File: src/rtl/gray_counter.sv
// Up/down Gray-code counter: a binary count register drives a registered
// Gray-encoded output and a one-cycle wrap pulse.
module gray_counter #(
  parameter int DATA_WIDTH = 16
) (
  input  logic                  clk,
  input  logic                  resetn,
  input  logic                  en,
  input  logic                  up,
  input  logic                  load,
  input  logic [DATA_WIDTH-1:0] load_val,
  output logic [DATA_WIDTH-1:0] gray,
  output logic                  wrap
);

  localparam logic [DATA_WIDTH-1:0] ONE = DATA_WIDTH'(1);

  logic [DATA_WIDTH-1:0] b;
  logic [DATA_WIDTH-1:0] b_next;
  logic                  wrap_next;

  // Load beats a count step; an idle or loading cycle never flags a wrap.
  always_comb begin
    b_next    = b;
    wrap_next = 1'b0;
    if (load) begin
      b_next = load_val;
    end else if (en) begin
      if (up) begin
        b_next    = b + ONE;
        wrap_next = (b == '1);
      end else begin
        b_next    = b - ONE;
        wrap_next = (b == '0);
      end
    end
  end

  // Gray is encoded from the next binary value so it stays a pure flop output.
  always_ff @(posedge clk or negedge resetn) begin
    if (!resetn) begin
      b    <= '0;
      gray <= '0;
      wrap <= 1'b0;
    end else begin
      b    <= b_next;
      gray <= b_next ^ (b_next >> 1);
      wrap <= wrap_next;
    end
  end

endmodule

File: config.mk
export PLATFORM = sky130hd
export DESIGN_NAME = gray_counter
export DESIGN_NICKNAME = d
export VERILOG_FILES = /design/src/rtl/gray_counter.sv
export SDC_FILE = /design/constraint.sdc
export NUM_CORES = 1
export LEC_CHECK = 0
export BUFFER_PORTS_ARGS = -buffer_cell sky130_fd_sc_hd__buf_2
export CAP_MARGIN = 15
export CELL_PAD_IN_SITES_DETAIL_PLACEMENT = 1
export CELL_PAD_IN_SITES_GLOBAL_PLACEMENT = 1
export CORE_ASPECT_RATIO = 0.8
export CORE_MARGIN = 2
export CORE_UTILIZATION = 44
export CTS_BUF_LIST = sky130_fd_sc_hd__clkbuf_4 sky130_fd_sc_hd__clkbuf_8
export CTS_CLUSTER_SIZE = 8
export DETAILED_ROUTE_END_ITERATION = 16
export PLACE_DENSITY = 0.83
export SYNTH_ARGS = -nofsm -noshare
export SYNTH_HDL_FRONTEND = slang
export SYNTH_SLANG_ARGS = --single-unit
File: constraint.sdc
create_clock -name clk -period 2.75 [get_ports clk]
set_input_delay 0.55 -clock clk [delete_from_list [all_inputs] [get_ports clk]]
set_output_delay 0.55 -clock clk [all_outputs]
set_load 0.01 [all_outputs]
==> results_dict.tcl <==
set metrics [dict create \
    hp-class "in -> async" \
    path_class "reg -> reg" \
    synth_area_per_cell_um2 9.24 \
    pre_cts_ws_ns -0.105 \
    outcome "completed" \
    via_count 2022 \
    fillCellCount 554 \
    synthArstFlopShare_pct 100 \
    reg2reg_depth 9 \
    period_minus_slack_ns 2.61 \
    seq_area_frac_synth_pct 38.5 \
    final.setup_skew_ns 0.00401 \
    drv_slew 0 \
    p_sw_mw 0.819 \
    cts_buffer_depth 2 \
    path_cells "inv_1, fa_1, and2b_1, o211ai_1, a211oi_4, a21oi_2, or4_4, o211ai_2, xor2_1" \
    post-route-util_pct 57.7 \
    cap_violations 0 \
    synth_area_um2 2080 \
    max_freq_mhz 384 \
    synthTopCellsByArea "dfrtp_1 39%, ha_1 8.4%, xnor2_1 7.2%" \
    numPortBuffers 37 \
    drcViolationCount 0 \
    cts_tree "yes" \
    core_um2 4570 \
    worst_slew_pin_slew_ns 0.720 \
    end_kind "register" \
    powerDensity_nw_per_um2 819 \
    switching_share_pct 37.9 \
    fin_crit_sh_pct 94.8 \
    num_rows 22 \
    setup_viol_count_final 0 \
    worst_slack_ns 0.143 \
    dp_cells 339 \
    grt_pass1_vias 2235 \
    root_buffer "clkbuf_8" \
    antenna_found_initial 0 \
    ir_drop_mv 0.447 \
    hpwlAfterDp_mm 5.26 \
    reg2reg_to "gray[13]" \
    grt_max_degree 33 \
    synthesis.instances 225 \
    path_max_fanout 3 \
    grt_pass1_wl_mm 11.0 \
    drive_above_1_share_pct 27.5 \
    diodes 0 \
    ys_ff_latch 32 \
    slowest_stage "or4_4" \
    place.gp.congestion 0.898 \
    required_ns 2.96 \
    dpl_cell_area_um2 2510 \
    insertion_delay_ns 0.29 \
    clock_sinks 32 \
    wl_mm 6.70 \
    synth_edf_count 0 \
    clk_pin_slew_ns 0.07 \
    seqPwrFrac_pct 32.2 \
    cts_resized 0 \
    dieArea_um2 5300 \
    syn_to_final_growth_pct 26.8 \
    rsz0062_at_grt "false" \
    p_leak_nw 1.19 \
    r2r_slack_ns 0.14 \
    ys_warn_count 0 \
    r2r_start "b[0]" \
    drt-initial-drc-count 80 \
    worstSetupStartpointType "register" \
    wl_per_cell_um 19.3 \
    synthFlopType "dfrtp_1" \
    dr.pass1.iters 4 \
    cts_setup_buffers 0 \
    die_h_um 65.5 \
    critPathArrivalTime_ns 2.82 \
    synth_area_leader_cell "dfrtp_1" \
    start_util_pct 45.5 \
    finalNonFillerCells 347 \
    cts_hold_buf 0 \
    gr-total-overflow 0 \
    p_clk_share_pct 23.3 \
    synth_fp_nets 261 \
    ys_types 39 \
    fin_nets 322 \
    slew_headroom_pct 52.0 \
    fin_area_um2 2640 \
    die_x_um 80.9 \
    worst-path-buf-inv 1 \
    synth.top_cell.area_share_pct 38.5 \
    critPathMaxStageDelay_ns 0.49 \
    vias_per_cell 5.83 \
    cp-startpoint "b[0]" \
    internal_power_mw 1.34 \
    h-tree-depth 2 \
    postRouteAntennaNets 0 \
    cts_buffers 5 \
    finalPower_mw 2.16 \
    ios 38 \
    groute.usage.overall_pct 28.0 \
    cpLargestDelayFamily "compound AO/OA/AOI/OAI gates" \
    power.share.combinational_pct 44.5 \
    hold_viol_final 0 \
]
## registers in the layout, indices dropped and copies added (netlist names)
name / cells
gray: 15
wrap: 1
b: 16
## worst max-delay path by stage
stage	end	cells past startpoint
final	gray[13]	9
after floorplan	gray[13]	9
after CTS	gray[13]	9
after global routing	gray[12]	13
after detailed placement	gray[12]	13
after global placement	gray[13]	11
## worst register-to-register path, cell delays in order (launching register included)
cell,delay [ns]
dfrtp_1,0.36
inv_1,0.09
fa_1,0.44
and2b_1,0.22
o211ai_1,0.17
a211oi_4,0.32
a21oi_2,0.12
or4_4,0.49
o211ai_2,0.12
xor2_1,0.18
## per-layer routing
metal,up-vias,wire [um],track usage (%),share of wire (%)
met5,-,0,0,0
met3,25,300,4.95,4.5
met2,83,3440,50.9,51
li1,931,-,-,-
met1,983,2680,31.6,40
met4,0,284,12.9,4.2
## area by class of cell
type,instances,area [um^2],share of cell area (%)
Clock inverter,1,30.0,1.14
Inverter,9,33.8,1.28
Timing Repair Buffer,63,393,14.9
Multi-Input combinational cell,175,1210,45.8
Tap cell,60,75.1,2.85
Clock buffer,7,96.3,3.65
Sequential cell,32,801,30.4
## metrics by stage
step | setup TNS (ns) | hold slack (ns)
finish | 0 | 0.311
global route | 0 | 0.356
CTS | 0 | 0.331
detailed placement | -0.345 | 0.646
global placement | 0 | 0.622
floorplan | 0 | 0.254
## power groups by stage
stage | Sequential, mW | Clock, mW | Combinational [mW]
2_1_floorplan | 0.723 | 0 | 0.531
3_5_place_dp | 0.702 | 0 | 0.949
5_1_grt | 0.713 | 0.525 | 1.05
3_3_place_gp | 0.691 | 0 | 0.899
4_1_cts | 0.694 | 0.504 | 0.959
6_report | 0.696 | 0.502 | 0.961
## synthesized netlist by cell type (2+ instances only)
library cell,instances
or3_1,4
nor2b_1,3
nand2b_1,2
buf_2,2
a21o_1,3
xnor2_1,17
o21ai_0,12
nand4_1,6
dfrtp_1,32
nor3_1,3
nor2_1,12
o21ai_1,10
a21oi_1,23
o221ai_1,3
ha_1,14
nor4_1,5
o211ai_1,2
xor2_1,12
inv_1,8
o21a_1,2
nand3_1,3
a22oi_1,5
nand2_1,18
o211ai_2,2
clkbuf_1,6
a31oi_1,3
## layout by cell type (no fill, tap or decap), types with 2 or more instances in the layout
master	n
buf_2	37
nor2b_1	3
nor2_1	12
nand2_1	18
o21ai_0	12
xnor2_1	17
nor3_1	3
o21ai_1	9
a21o_1	3
o221ai_1	3
o21a_1	2
clkbuf_8	7
o211ai_2	2
a31oi_1	3
a21oi_1	23
inv_1	8
buf_4	25
a22oi_1	5
ha_1	14
o211ai_1	2
nor4_1	5
xor2_1	12
nand3_1	3
dfrtp_1	32
or3_1	4
nand4_1	6
nand2b_1	2
## cell families after synthesis
kind of cell | Yosys count | synth area share, %
compound gates | 71 | 21.8
xor+xnor | 29 | 12.2
fa+ha+maj | 15 | 9.39
buf+inv | 18 | 3.55
flops | 32 | 38.5
simple gates | 60 | 14.5
Note: power is estimated with default switching activity, not from simulation.
